===== src/rtl/apb_master_if.sv =====
// Command/response and APB bus signals shared by apb_master and whatever it talks to.
// The master modport is the requester's view; the slave modport is the mirror image.
interface apb_master_if #(
  parameter int ADDR_WIDTH = 3,
  parameter int DATA_WIDTH = 32
);
  logic                  cmd_valid;
  logic                  cmd_ready;
  logic                  cmd_write;
  logic [ADDR_WIDTH-1:0] cmd_addr;
  logic [DATA_WIDTH-1:0] cmd_wdata;
  logic                  rsp_valid;
  logic                  rsp_err;
  logic [DATA_WIDTH-1:0] rsp_rdata;
  logic                  PSEL;
  logic                  PENABLE;
  logic                  PWRITE;
  logic [ADDR_WIDTH-1:0] PADDR;
  logic [DATA_WIDTH-1:0] PWDATA;
  logic [DATA_WIDTH-1:0] PRDATA;
  logic                  PREADY;

  modport master (
    input  cmd_valid, cmd_write, cmd_addr, cmd_wdata, PRDATA, PREADY,
    output cmd_ready, rsp_valid, rsp_err, rsp_rdata,
           PSEL, PENABLE, PWRITE, PADDR, PWDATA
  );

  modport slave (
    output cmd_valid, cmd_write, cmd_addr, cmd_wdata, PRDATA, PREADY,
    input  cmd_ready, rsp_valid, rsp_err, rsp_rdata,
           PSEL, PENABLE, PWRITE, PADDR, PWDATA
  );
endinterface


===== src/rtl/apb_master.sv =====
// APB requester: one cmd_valid/cmd_ready request becomes one APB transfer and one
// rsp_valid pulse; a wait-state timeout aborts transfers to a slave that never answers.
module apb_master #(
  parameter int ADDR_WIDTH = 3,
  parameter int DATA_WIDTH = 32,
  parameter int TIMEOUT    = 16
) (
  input logic          PCLK,
  input logic          PRESETn,
  apb_master_if.master bus
);

  // state  | meaning
  // IDLE   | bus idle, cmd_ready high, waiting for a request
  // SETUP  | PSEL high, PENABLE low, address/data presented
  // ACCESS | PSEL and PENABLE high, waiting for PREADY or timeout
  typedef enum logic [1:0] {
    ST_IDLE   = 2'd0,
    ST_SETUP  = 2'd1,
    ST_ACCESS = 2'd2
  } state_t;

  localparam int CNT_W  = (TIMEOUT > 0) ? $clog2(TIMEOUT + 1) : 1;
  localparam int LAST_I = (TIMEOUT > 0) ? (TIMEOUT - 1) : 0;
  localparam logic [CNT_W-1:0] CNT_LAST = LAST_I[CNT_W-1:0];

  state_t                r_state;
  logic                  r_psel;
  logic                  r_penable;
  logic                  r_pwrite;
  logic [ADDR_WIDTH-1:0] r_paddr;
  logic [DATA_WIDTH-1:0] r_pwdata;
  logic                  r_rsp_valid;
  logic                  r_rsp_err;
  logic [DATA_WIDTH-1:0] r_rsp_rdata;
  logic [CNT_W-1:0]      r_wait_cnt;

  state_t                w_state_nxt;
  logic                  w_psel_nxt;
  logic                  w_penable_nxt;
  logic                  w_pwrite_nxt;
  logic [ADDR_WIDTH-1:0] w_paddr_nxt;
  logic [DATA_WIDTH-1:0] w_pwdata_nxt;
  logic                  w_rsp_valid_nxt;
  logic                  w_rsp_err_nxt;
  logic [DATA_WIDTH-1:0] w_rsp_rdata_nxt;
  logic [CNT_W-1:0]      w_wait_cnt_nxt;
  logic                  w_timeout_hit;

  assign w_timeout_hit = (TIMEOUT != 0) && (r_wait_cnt == CNT_LAST);

  always_comb begin
    w_state_nxt     = r_state;
    w_psel_nxt      = r_psel;
    w_penable_nxt   = r_penable;
    w_pwrite_nxt    = r_pwrite;
    w_paddr_nxt     = r_paddr;
    w_pwdata_nxt    = r_pwdata;
    w_rsp_valid_nxt = 1'b0;
    w_rsp_err_nxt   = 1'b0;
    w_rsp_rdata_nxt = r_rsp_rdata;
    w_wait_cnt_nxt  = r_wait_cnt;

    unique case (r_state)
      ST_IDLE: begin
        if (bus.cmd_valid) begin
          w_state_nxt   = ST_SETUP;
          w_psel_nxt    = 1'b1;
          w_penable_nxt = 1'b0;
          w_pwrite_nxt  = bus.cmd_write;
          w_paddr_nxt   = bus.cmd_addr;
          w_pwdata_nxt  = bus.cmd_wdata;
        end
      end

      ST_SETUP: begin
        w_state_nxt    = ST_ACCESS;
        w_penable_nxt  = 1'b1;
        w_wait_cnt_nxt = '0;
      end

      ST_ACCESS: begin
        if (bus.PREADY) begin
          w_state_nxt     = ST_IDLE;
          w_psel_nxt      = 1'b0;
          w_penable_nxt   = 1'b0;
          w_rsp_valid_nxt = 1'b1;
          if (!r_pwrite) begin
            w_rsp_rdata_nxt = bus.PRDATA;
          end
        end else if (w_timeout_hit) begin
          w_state_nxt     = ST_IDLE;
          w_psel_nxt      = 1'b0;
          w_penable_nxt   = 1'b0;
          w_rsp_valid_nxt = 1'b1;
          w_rsp_err_nxt   = 1'b1;
          if (!r_pwrite) begin
            w_rsp_rdata_nxt = '0;
          end
        end else if (TIMEOUT != 0) begin
          // With the timeout disabled the counter is parked so it never wraps.
          w_wait_cnt_nxt = r_wait_cnt + 1'b1;
        end
      end

      default: begin
        w_state_nxt   = ST_IDLE;
        w_psel_nxt    = 1'b0;
        w_penable_nxt = 1'b0;
      end
    endcase
  end

  always_ff @(posedge PCLK or negedge PRESETn) begin
    if (!PRESETn) begin
      r_state     <= ST_IDLE;
      r_psel      <= 1'b0;
      r_penable   <= 1'b0;
      r_pwrite    <= 1'b0;
      r_paddr     <= '0;
      r_pwdata    <= '0;
      r_rsp_valid <= 1'b0;
      r_rsp_err   <= 1'b0;
      r_rsp_rdata <= '0;
      r_wait_cnt  <= '0;
    end else begin
      r_state     <= w_state_nxt;
      r_psel      <= w_psel_nxt;
      r_penable   <= w_penable_nxt;
      r_pwrite    <= w_pwrite_nxt;
      r_paddr     <= w_paddr_nxt;
      r_pwdata    <= w_pwdata_nxt;
      r_rsp_valid <= w_rsp_valid_nxt;
      r_rsp_err   <= w_rsp_err_nxt;
      r_rsp_rdata <= w_rsp_rdata_nxt;
      r_wait_cnt  <= w_wait_cnt_nxt;
    end
  end

  assign bus.cmd_ready = (r_state == ST_IDLE);
  assign bus.rsp_valid = r_rsp_valid;
  assign bus.rsp_err   = r_rsp_err;
  assign bus.rsp_rdata = r_rsp_rdata;
  assign bus.PSEL      = r_psel;
  assign bus.PENABLE   = r_penable;
  assign bus.PWRITE    = r_pwrite;
  assign bus.PADDR     = r_paddr;
  assign bus.PWDATA    = r_pwdata;

endmodule

===== src/flat_wrapper.sv =====
// flat-port wrapper written by rule: the top's interface ports become plain ports
module apb_master_flat 
#(
  parameter int ADDR_WIDTH = 3,
  parameter int DATA_WIDTH = 32,
  parameter int TIMEOUT    = 16
)
  (PCLK, PRESETn, bus_cmd_valid, bus_cmd_write, bus_cmd_addr, bus_cmd_wdata, bus_PRDATA, bus_PREADY, bus_cmd_ready, bus_rsp_valid, bus_rsp_err, bus_rsp_rdata, bus_PSEL, bus_PENABLE, bus_PWRITE, bus_PADDR, bus_PWDATA);
  apb_master_if #(.ADDR_WIDTH(ADDR_WIDTH), .DATA_WIDTH(DATA_WIDTH)) bus_i ();
  input logic PCLK;
  input logic PRESETn;
  input wire logic [$bits(bus_i.cmd_valid)-1:0] bus_cmd_valid;
  input wire logic [$bits(bus_i.cmd_write)-1:0] bus_cmd_write;
  input wire logic [$bits(bus_i.cmd_addr)-1:0] bus_cmd_addr;
  input wire logic [$bits(bus_i.cmd_wdata)-1:0] bus_cmd_wdata;
  input wire logic [$bits(bus_i.PRDATA)-1:0] bus_PRDATA;
  input wire logic [$bits(bus_i.PREADY)-1:0] bus_PREADY;
  output wire logic [$bits(bus_i.cmd_ready)-1:0] bus_cmd_ready;
  output wire logic [$bits(bus_i.rsp_valid)-1:0] bus_rsp_valid;
  output wire logic [$bits(bus_i.rsp_err)-1:0] bus_rsp_err;
  output wire logic [$bits(bus_i.rsp_rdata)-1:0] bus_rsp_rdata;
  output wire logic [$bits(bus_i.PSEL)-1:0] bus_PSEL;
  output wire logic [$bits(bus_i.PENABLE)-1:0] bus_PENABLE;
  output wire logic [$bits(bus_i.PWRITE)-1:0] bus_PWRITE;
  output wire logic [$bits(bus_i.PADDR)-1:0] bus_PADDR;
  output wire logic [$bits(bus_i.PWDATA)-1:0] bus_PWDATA;
  assign bus_i.cmd_valid = bus_cmd_valid;
  assign bus_i.cmd_write = bus_cmd_write;
  assign bus_i.cmd_addr = bus_cmd_addr;
  assign bus_i.cmd_wdata = bus_cmd_wdata;
  assign bus_i.PRDATA = bus_PRDATA;
  assign bus_i.PREADY = bus_PREADY;
  assign bus_cmd_ready = bus_i.cmd_ready;
  assign bus_rsp_valid = bus_i.rsp_valid;
  assign bus_rsp_err = bus_i.rsp_err;
  assign bus_rsp_rdata = bus_i.rsp_rdata;
  assign bus_PSEL = bus_i.PSEL;
  assign bus_PENABLE = bus_i.PENABLE;
  assign bus_PWRITE = bus_i.PWRITE;
  assign bus_PADDR = bus_i.PADDR;
  assign bus_PWDATA = bus_i.PWDATA;
  apb_master #(.ADDR_WIDTH(ADDR_WIDTH), .DATA_WIDTH(DATA_WIDTH), .TIMEOUT(TIMEOUT)) u_core (.PCLK(PCLK), .PRESETn(PRESETn), .bus(bus_i));
endmodule

===== config.mk =====
export PLATFORM = sky130hd
export DESIGN_NAME = apb_master_flat
export DESIGN_NICKNAME = d
export VERILOG_FILES = /design/src/rtl/apb_master_if.sv /design/src/rtl/apb_master.sv /design/src/flat_wrapper.sv
export SDC_FILE = /design/constraint.sdc
export NUM_CORES = 1
export LEC_CHECK = 0
export ABC_AREA = 1
export CORE_MARGIN = 4
export CORE_UTILIZATION = 45
export CTS_BUF_LIST = sky130_fd_sc_hd__clkbuf_8
export DETAILED_ROUTE_END_ITERATION = 7
export GPL_TIMING_DRIVEN = 0
export PLACE_DENSITY = 0.85
export SKIP_LAST_GASP = 1
export SLEW_MARGIN = 20
export SYNTH_ARGS = -nofsm -noshare
export SYNTH_HDL_FRONTEND = slang
export SYNTH_SLANG_ARGS = --single-unit

===== constraint.sdc =====
create_clock -name PCLK -period 2.3 [get_ports PCLK]
set_input_delay 0.345 -clock PCLK [delete_from_list [all_inputs] [get_ports PCLK]]
set_output_delay 0.345 -clock PCLK [all_outputs]
set_load 0.05 [all_outputs]

==> reports/metrics.cfg <==
[worst_setup_path]
required_ns=1.96
reg2reg_slack_ns=0.53
crit_fanout=6
critPathKind=flop to output port
cp-end-kind=output port
crit_slowest_cell=clkdlybuf4s50_1
worstPathCellList=nor2_4 > clkdlybuf4s50_1
startpoint_type=flop
slowest_delay_ns=0.81
crit_arrival_ns=1.76

[yosys]
synthCells=346
synthMuxAreaShare_pct=0
netlist-cell-type-count=23
synth-seq-cells=78
synth.avg_cell_area_sq_um=9.39
synth_top_family_by_area=simple AND/OR/NAND/NOR gates
syn-cell-area_sq_um=3250
yosys.area_share.simple_pct=25.4
yosysSeqAreaShare_pct=60.1
synthAdderAreaFrac_pct=0.770
synthXorXnorAreaFrac_pct=0
yosysWarnings=0
synth-compound-area-share_pct=8.40
synth_fp_nets=420

[timing]
max_slew_margin_pct=63.7
hold_violations=0
setup_violations=0
period_share_pct=91.4
finalClockSkew_ns=0.0105
fmaxAchievable_mhz=476
period_minus_slack_ns=2.10
rsz0062_at_grt=no
fin_ws_ns=0.199
drv_slew=0
tightest_slew_ns=0.543

[power]
power_uw=8030
ir_drop_uv=975
power.leakage_uw=0.00237
p_per_area_nw_per_um2=1610

[cells_and_area]
layout_commonest_cell=nand2_1
final_util_pct=72.4
nets=576
drive_gt1_share_pct=13.2
fill_cells=523
antennaDiodeCount=0
instances_no_fill=603
area_growth_syn_to_layout_pct=53.9
layout_common_cells=185 x nand2_1, 142 x clkdlybuf4s50_1, 78 x dfrtp_1, 26 x o21ai_2

[status]
status=finished, final reports clean

[flow_run]
maxCapViolCount=0

[placed_design]
portBuffers=143
hpwlAfterDp_microns=6400
place_inst=586
post-place-ws_ns=0.554
globalplace.congestion=0.776

[detailed_routing]
viasPerCell=4.71
first_iter_violations=87
via_count=2842
drc=0
ant_nets=0
first_pass_iters=4
avgRoutedWirePerCell_microns=14.0
drt_wl_total_microns=8430

[floorplanning]
dieWidth_microns=93.0
initial_core_util_pct=47.0
core.rowCount=30
fp.dieH_microns=93.0
die_area_sq_um=8640
ios=145
core_sq_um=6910

[global_route]
grt-ovfl-total=0
grt_pass1_vias=2998
grt_max_degree=45
grt_pass1_wl_microns=14300
antenna_found_initial=0
grt_use_total_pct=20.8

[clock_network]
root_buffer=clkbuf_8
cts_num_sinks=78
numCtsBuffers=9
clkTransAtPathRegs_ns=0.08
worstSkewPairLatency_ns=0.34
postCtsSetupBuffers=0
clockBufferDepth=2
tritoncts=yes
ctsHtreeMaxLevel=3

[min_path]
hp-class=input pin to flop

## flip-flops by register name, summed over array words and instances (netlist names)
signal	cells
u_core.r_wait_cnt	5
u_core.bus.PADDR	3
u_core.bus.PSEL	1
u_core.bus.PWRITE	1
u_core.r_state	1
u_core.bus.PENABLE	1
u_core.bus.rsp_rdata	32
u_core.bus.rsp_err	1
u_core.bus.rsp_valid	1
u_core.bus.PWDATA	32
## worst max-delay path: cells and delay by family, from the launching register on
kind	cells	cell delay [ns]
buffers and inverters	1	0.81
DFF	1	0.47
and+or+nand+nor	1	0.14
## path summary, 6_finish.rpt
check / depth (start not counted) / start / endpoint
max in group asynchronous: 3 / PRESETn / u_core.bus.PWDATA[31]
min: 3 / bus_PREADY / u_core.bus.rsp_rdata[23]
max reg2reg: 10 / u_core.r_wait_cnt[0] / u_core.bus.rsp_rdata[3]
min in group asynchronous: 2 / PRESETn / u_core.bus.rsp_rdata[0]
min reg2reg: 2 / u_core.bus.PWDATA[22] / u_core.bus.PWDATA[22]
max: 2 / u_core.bus.PENABLE / bus_cmd_ready
## metal layers
metal | routed length [microns] | track usage, %
met5 | 0 | 0
met4 | 118 | 7.20
met3 | 959 | 7.96
met2 | 3830 | 32.7
met1 | 3520 | 26.3
## kinds of logic after synthesis
group	count (synthesis)
adders and majority gates	2
and+or+nand+nor	205
DFF	78
buffers and inverters	26
AOI/OAI and AO/OA	35
## metrics by stage
stage / area (sq um) / TNS, ns / hold slack [ns]
after detailed placement: 4820 / 0 / 0.330
after CTS: 5000 / 0 / 0.314
after floorplan: 3250 / 0 / 0.0494
after global routing: 5000 / 0 / 0.334
after global placement: 4800 / -139.04 / 0.462
final: 5000 / 0 / 0.324
## cell type report
| class | instances | area, sq um | share of cell area, % |
|---|---|---|---|
| buffer | 17 | 140 | 2.80 |
| clock buffer | 9 | 124 | 2.48 |
| clock inverter | 7 | 41.3 | 0.826 |
| inverter | 9 | 33.8 | 0.676 |
| multi-input combinational | 242 | 1120 | 22.4 |
| sequential | 78 | 1950 | 39.0 |
| tap | 96 | 120 | 2.40 |
| timing repair buffer | 145 | 1470 | 29.3 |
## what timing repair did
action,in CTS,in global routing
gates resized for setup,0,0
endpoints found under the hold margin,34,0
hold buffers,1,0
## Yosys cell counts
cell | number | area share, %
nand2_1 | 185 | 21
dfrtp_1 | 78 | 60
o21ai_2 | 26 | 7.0
buf_6 | 9 | 3.1
inv_1 | 7 | 0.81
nor2_1 | 7 | 0.81
o21ai_1 | 6 | 0.92
buf_2 | 4 | 0.62
clkbuf_1 | 3 | 0.35
nor2_4 | 3 | 1.0
a21oi_1 | 2 | 0.31
ha_1 | 2 | 0.77
inv_2 | 2 | 0.23
nand2_4 | 2 | 0.69
nand3_1 | 2 | 0.31
buf_4 | 1 | 0.23
nand2_2 | 1 | 0.19
nand4_1 | 1 | 0.19
nor2_2 | 1 | 0.19
nor3_1 | 1 | 0.15
nor3b_1 | 1 | 0.23
o21ai_0 | 1 | 0.15
or2_0 | 1 | 0.19
## power by group
part	total (uW)	switching [uW]	internal (uW)
combinational	4780	3210	1580
clock	879	495	384
sequential	2370	378	1990
Power figures use the tool's default switching activity.
